File: config.mk
export PLATFORM = sky130hd
export DESIGN_NAME = spi_master_tx
export DESIGN_NICKNAME = d
export VERILOG_FILES = /design/src/rtl/spi_master_tx_pkg.sv /design/src/rtl/spi_master_tx_clk_tick.sv /design/src/rtl/spi_master_tx.sv
export SDC_FILE = /design/constraint.sdc
export NUM_CORES = 1
export LEC_CHECK = 0
export ABC_AREA = 1
export CAP_MARGIN = 20
export CORE_UTILIZATION = 50
export CTS_CLUSTER_DIAMETER = 50
export DETAILED_ROUTE_END_ITERATION = 10
export DONT_BUFFER_PORTS = 1
export GPL_TIMING_DRIVEN = 0
export PLACE_DENSITY = 0.68
export SYNTH_ARGS = -nofsm -noshare
export SYNTH_HDL_FRONTEND = slang
export SYNTH_SLANG_ARGS = --single-unit
File: constraint.sdc
create_clock -name clk -period 1.45 [get_ports clk]
set_clock_uncertainty 0.05 [all_clocks]
set_input_delay 0.2175 -clock clk [delete_from_list [all_inputs] [get_ports clk]]
set_output_delay 0.2175 -clock clk [all_outputs]
set_load 0.05 [all_outputs]
File: src/rtl/spi_master_tx_pkg.sv
// Shared SPI definitions: FSM state encodings and default frame parameters.
package spi_master_tx_pkg;

    localparam logic [2:0] ST_IDLE  = 3'd0;
    localparam logic [2:0] ST_LEAD  = 3'd1;
    localparam logic [2:0] ST_SHIFT = 3'd2;
    localparam logic [2:0] ST_TRAIL = 3'd3;
    localparam logic [2:0] ST_GAP   = 3'd4;

    localparam int unsigned DEF_DATA_W  = 16;
    localparam int unsigned DEF_CLK_DIV = 2;
    localparam int unsigned DEF_CS_GAP  = 2;

    // States in which the SCLK half-period timer runs
    function automatic logic is_timed_state(input logic [2:0] st);
        return (st == ST_LEAD) || (st == ST_SHIFT) || (st == ST_TRAIL);
    endfunction

endpackage

File: src/rtl/spi_master_tx_clk_tick.sv
// SCLK half-period timer: pulses tick every CLK_DIV cycles while enabled.
module spi_clk_tick #(
    parameter int unsigned CLK_DIV = 2
) (
    input  logic clk,
    input  logic reset,
    input  logic en,
    input  logic restart,
    output logic tick
);
    localparam int unsigned CW = $clog2(CLK_DIV + 1);
    localparam logic [CW-1:0] LAST = CW'(CLK_DIV - 1);

    logic [CW-1:0] cnt_q, cnt_d;

    assign tick = en && (cnt_q == LAST);

    // Next count: cleared when idle, on restart or on wrap
    always_comb begin
        cnt_d = cnt_q + CW'(1);
        if (restart || !en || tick) begin
            cnt_d = '0;
        end
    end

    // Counter register
    always_ff @(posedge clk or negedge reset) begin
        if (!reset) begin
            cnt_q <= '0;
        end else begin
            cnt_q <= cnt_d;
        end
    end

endmodule

File: src/rtl/spi_master_tx.sv
// SPI mode-0 master, MSB first, full duplex, with a one-deep pending word buffer.
module spi_master_tx
    import spi_master_tx_pkg::*;
#(
    parameter int unsigned DATA_W  = DEF_DATA_W,
    parameter int unsigned CLK_DIV = DEF_CLK_DIV,
    parameter int unsigned CS_GAP  = DEF_CS_GAP
) (
    input  logic              clk,
    input  logic              reset,
    input  logic [DATA_W-1:0] tx_data,
    input  logic              dv,
    input  logic              miso,
    output logic              sclk,
    output logic              mosi,
    output logic              cs_n,
    output logic              busy,
    output logic              ready,
    output logic [DATA_W-1:0] rx_data,
    output logic              rx_valid,
    output logic              overrun
);
    localparam int unsigned ECW = $clog2(2 * DATA_W + 1);
    localparam int unsigned GCW = $clog2(CS_GAP + 1);
    localparam logic [ECW-1:0] E_LAST_FALL = ECW'(2 * DATA_W - 2);
    localparam logic [ECW-1:0] E_END       = ECW'(2 * DATA_W - 1);
    localparam logic [GCW-1:0] G_LAST      = GCW'(CS_GAP - 1);

    logic [2:0]        state_q, state_d;
    logic [DATA_W-1:0] buf_q, buf_d;
    logic              buf_vld_q, buf_vld_d;
    logic [DATA_W-1:0] tx_sh_q, tx_sh_d;
    logic [DATA_W-1:0] rx_sh_q, rx_sh_d;
    logic [ECW-1:0]    edge_q, edge_d;
    logic [GCW-1:0]    gap_q, gap_d;
    logic              sclk_q, sclk_d;
    logic              mosi_q, mosi_d;
    logic              cs_n_q, cs_n_d;
    logic              busy_q, busy_d;
    logic [DATA_W-1:0] rx_data_q, rx_data_d;
    logic              rx_valid_q, rx_valid_d;
    logic              overrun_q, overrun_d;
    logic              consume;
    logic              tick;

    spi_clk_tick #(.CLK_DIV(CLK_DIV)) u_tick (
        .clk     (clk),
        .reset   (reset),
        .en      (is_timed_state(state_q)),
        .restart (state_d != state_q),
        .tick    (tick)
    );

    // Frame FSM, shifters and pending-buffer next-state logic
    always_comb begin
        state_d    = state_q;
        buf_d      = buf_q;
        buf_vld_d  = buf_vld_q;
        tx_sh_d    = tx_sh_q;
        rx_sh_d    = rx_sh_q;
        edge_d     = edge_q;
        gap_d      = gap_q;
        sclk_d     = sclk_q;
        mosi_d     = mosi_q;
        cs_n_d     = cs_n_q;
        busy_d     = busy_q;
        rx_data_d  = rx_data_q;
        rx_valid_d = 1'b0;
        overrun_d  = 1'b0;
        consume    = 1'b0;

        case (state_q)
            ST_IDLE: begin
                if (buf_vld_q) begin
                    consume = 1'b1;
                    tx_sh_d = buf_q;
                    rx_sh_d = '0;
                    cs_n_d  = 1'b0;
                    mosi_d  = buf_q[DATA_W-1];
                    busy_d  = 1'b1;
                    state_d = ST_LEAD;
                end
            end
            ST_LEAD: begin
                if (tick) begin
                    sclk_d  = 1'b1;
                    rx_sh_d = {rx_sh_q[DATA_W-2:0], miso};
                    edge_d  = '0;
                    state_d = ST_SHIFT;
                end
            end
            ST_SHIFT: begin
                // The LEAD rise is the first edge; the SHIFT ticks carry the
                // remaining 2*DATA_W-1 edges, and one extra idle tick (sclk low)
                // precedes TRAIL so cs_n spans 2*DATA_W+2 half-periods.
                if (tick) begin
                    edge_d = edge_q + ECW'(1);
                    if (edge_q == E_END) begin
                        state_d = ST_TRAIL;
                    end else if (sclk_q) begin
                        sclk_d = 1'b0;
                        if (edge_q != E_LAST_FALL) begin
                            tx_sh_d = {tx_sh_q[DATA_W-2:0], 1'b0};
                            mosi_d  = tx_sh_q[DATA_W-2];
                        end
                    end else begin
                        sclk_d  = 1'b1;
                        rx_sh_d = {rx_sh_q[DATA_W-2:0], miso};
                    end
                end
            end
            ST_TRAIL: begin
                if (tick) begin
                    cs_n_d     = 1'b1;
                    mosi_d     = 1'b0;
                    rx_data_d  = rx_sh_q;
                    rx_valid_d = 1'b1;
                    gap_d      = '0;
                    state_d    = ST_GAP;
                end
            end
            ST_GAP: begin
                if (gap_q == G_LAST) begin
                    busy_d  = 1'b0;
                    state_d = ST_IDLE;
                end else begin
                    gap_d = gap_q + GCW'(1);
                end
            end
            default: state_d = ST_IDLE;
        endcase

        // A word arriving in the same cycle the buffer drains takes its place
        if (dv && (!buf_vld_q || consume)) begin
            buf_d     = tx_data;
            buf_vld_d = 1'b1;
        end else if (consume) begin
            buf_vld_d = 1'b0;
        end
        if (dv && buf_vld_q && !consume) begin
            overrun_d = 1'b1;
        end
    end

    // State registers with asynchronous active-low reset
    always_ff @(posedge clk or negedge reset) begin
        if (!reset) begin
            state_q    <= ST_IDLE;
            buf_q      <= '0;
            buf_vld_q  <= 1'b0;
            tx_sh_q    <= '0;
            rx_sh_q    <= '0;
            edge_q     <= '0;
            gap_q      <= '0;
            sclk_q     <= 1'b0;
            mosi_q     <= 1'b0;
            cs_n_q     <= 1'b1;
            busy_q     <= 1'b0;
            rx_data_q  <= '0;
            rx_valid_q <= 1'b0;
            overrun_q  <= 1'b0;
        end else begin
            state_q    <= state_d;
            buf_q      <= buf_d;
            buf_vld_q  <= buf_vld_d;
            tx_sh_q    <= tx_sh_d;
            rx_sh_q    <= rx_sh_d;
            edge_q     <= edge_d;
            gap_q      <= gap_d;
            sclk_q     <= sclk_d;
            mosi_q     <= mosi_d;
            cs_n_q     <= cs_n_d;
            busy_q     <= busy_d;
            rx_data_q  <= rx_data_d;
            rx_valid_q <= rx_valid_d;
            overrun_q  <= overrun_d;
        end
    end

    assign sclk     = sclk_q;
    assign mosi     = mosi_q;
    assign cs_n     = cs_n_q;
    assign busy     = busy_q;
    assign ready    = !buf_vld_q;
    assign rx_data  = rx_data_q;
    assign rx_valid = rx_valid_q;
    assign overrun  = overrun_q;

endmodule

==> results.ini <==
[outcome]
status=complete, but fails checks
violations=hold timing, setup timing

[critical_path]
cp.arrival_ns=1.82
reg2reg_depth=8
path_class=flop to flop
crit_family=simple AND/OR/NAND/NOR gates
critPathSlowestCell=dfrtp_2
critical_path_buf_inv_count=2
cpMostUsedCell=nand2_2
path_max_fanout=5
cp_slowest_stage_delay_ns=0.40
cp-endpoint=tx_sh_q[5]
r2r_setup_slack_ns=-0.17
cp-startpoint=buf_vld_q
reg2reg_from=buf_vld_q
startpoint_type=flop
crit_chain=clkinvlp_4 -> nand3_4 -> nand2_2 -> nor2_4 -> nand2_4 -> buf_6 -> nand2_2 -> nand2_2
r2r_end=tx_sh_q[5]
cp.required_ns=1.65
crit_path_end_kind=flop
worst-path-stages=8

[cts]
cts.sinks=83
clk_latency_ns=0.35
clk_path_buf_depth=2
h-tree-depth=3
clk_pin_slew_ns=0.09
cts_root_buf=clkbuf_8
cts_made_buffers=9
cts_tree=built
hold_buffers=16

[finish]
fin_util_pct=68.4
diodes=0
fin_nets=572
fin_cells=652
stdcell_area_mm2=0.00507
drive_above_1_share_pct=29.3
area_delta_synth_final_pct=29.1
final_common_cell=nand2_1
final_cell_mix=nand2_1, dfrtp_1, nand3_1, nand2_2

[die]
core_region_area_mm2=0.00741
initial_utilization_pct=53.0
rows=31
ios=43
die_x_um=90.6
die_h_um=90.6
die_area_mm2=0.00821

[routing]
route.detailed.drc=0
drtAntennaViolNets=0
wire_per_inst_um=13.4
vias=3311
first_pass_iters=5
totalWireLength_mm=8.76
via_per_inst=5.08
drtIter0Drc=158

[synthesis]
yosys.area.top_type=dfrtp_1
syn_area_mm2=0.00393
synthCells=483
synth_top_cell_area_share_pct=52.3
avgSynthCellArea_um2=8.13
synth-seq-cells=83
yosys_warnings=0
yosysSeqAreaShare_pct=52.9
syn-num-nets=507
yosysUniqueCellTypes=31
synthTopCellsByArea=dfrtp_1, nand2_1, nand3_1, inv_1, o21ai_0

[power]
p_comb_share_pct=3.4
powerDensity_mw_per_mm2=818
clkPwrFrac_pct=37.8
p_sw_mw=1.00
irDropWorstVdd_mv=0.578
p_int_mw=3.15
leakage_nw=2.59
sw_frac_of_total_pct=24.1
total_power_mw=4.15
seq_power_share_pct=58.8

[timing]
setup_ws_ns=-0.170
period_minus_slack_ns=1.62
setup-tns-final_ns=-4.52
layout_worst_path_cycle_share_pct=112
grt_setup_unrepaired=true
worst_slew_pin_slew_ns=0.496
setup_violations=34
finalHoldViolations=83
relSlewSlack_pct=66.9
holdWs_ns=-0.504
drv_slew=0
fmax_mhz=617

[placement]
dpl.cell_count=582
dp_hpwl_mm=5.21
gp_congestion=0.847
dpl_worst_slack_ns=-0.308
placed_area_mm2=0.00407
io_buffers=0

[global_routing]
grt_usage_pct=21.9
grt_pass1_wl_mm=14.4
grt-ovfl-total=0
grt_max_degree=84
grt_pass1_vias=3155
antenna_found_initial=0

[worst_hold_path]
hp-class=input port to async pin

[job]
maxCapViolCount=0

[metal layers]
layer / track usage, % / part of all wire, % / up-vias
li1: - / - / 1642
met1: 28.8 / 45 / 1582
met2: 36.3 / 50 / 78
met3: 3.54 / 2.9 / 9
met4: 8.47 / 1.1 / 0
met5: 0 / 0 / -
[cell families (layout without fill, tap and decap cells)]
family                   after synthesis  after routing  share of synthesized area, %
buffers and inverters                 62            132                          7.14
AND/OR/NAND/NOR                      297            297                          33.3
flip-flops                            83             83                          52.9
XOR/XNOR                               1              1                         0.223
adder cells (fa/ha/maj)                4              4                          1.28
AO/OA/AOI/OAI                         36             36                          5.13
[power by group through the flow]
stage / registers [mW] / logic, mW / clock network (mW)
detailed placement: 2.47 / 0.0889 / 0
CTS: 2.43 / 0.124 / 1.61
finish: 2.44 / 0.141 / 1.57
global placement: 2.47 / 0.0848 / 0
floorplan: 2.46 / 0.0748 / 0
global route: 2.45 / 0.162 / 1.70
[what timing repair did]
item                                   CTS  global route
setup buffers                           23            12
cloned                                   1             2
gates resized for setup                 39            82
setup endpoints to repair               78            75
pin swaps                               11            13
endpoints found under the hold margin   99            83
[state kept, by name, summed over array words and instances (netlist names)]
signal	cells
rx_sh_q	16
tx_sh_q	15
mosi	1
state_q	3
rx_data	16
cs_n	1
rx_valid	1
edge_q	6
buf_q	16
overrun	1
buf_vld_q	1
busy	1
u_tick.cnt_q	2
gap_q	2
sclk	1
[worst min path at each step]
stage	to	cells after the start
floorplan	buf_q[0]	0
global placement	gap_q[1]	0
detailed placement	gap_q[0]	0
CTS	rx_data[2]	0
global route	rx_sh_q[3]	0
finish	gap_q[0]	0
[area by class of cell]
| class | count | area [um^2] |
|---|---|---|
| buffer | 19 | 170 |
| clock buffer | 10 | 138 |
| clock inverter | 6 | 48.8 |
| fill | 566 | 2340 |
| inverter | 43 | 173 |
| multi-input combinational | 338 | 1830 |
| sequential | 83 | 2090 |
| tap | 99 | 124 |
| timing repair buffer | 54 | 504 |
[synth_stat cells, drive strengths merged]
cell type  instances
a21oi              2
buf               14
clkbuf             5
dfrtp             82
dfstp              1
ha                 4
inv               43
nand2            193
nand3             59
nand3b             3
nand4              3
nor2              36
nor3               2
o211ai             1
o21ai             30
o21bai             2
o31ai              1
or2                1
xnor2              1
[worst reg2reg max path: cells and delay by family (launching register included)]
kind	cells	cell delay [ns]
simple gates	6	0.63
flops	1	0.40
buf+inv	2	0.43
Note: power is estimated with default switching activity, not from simulation.
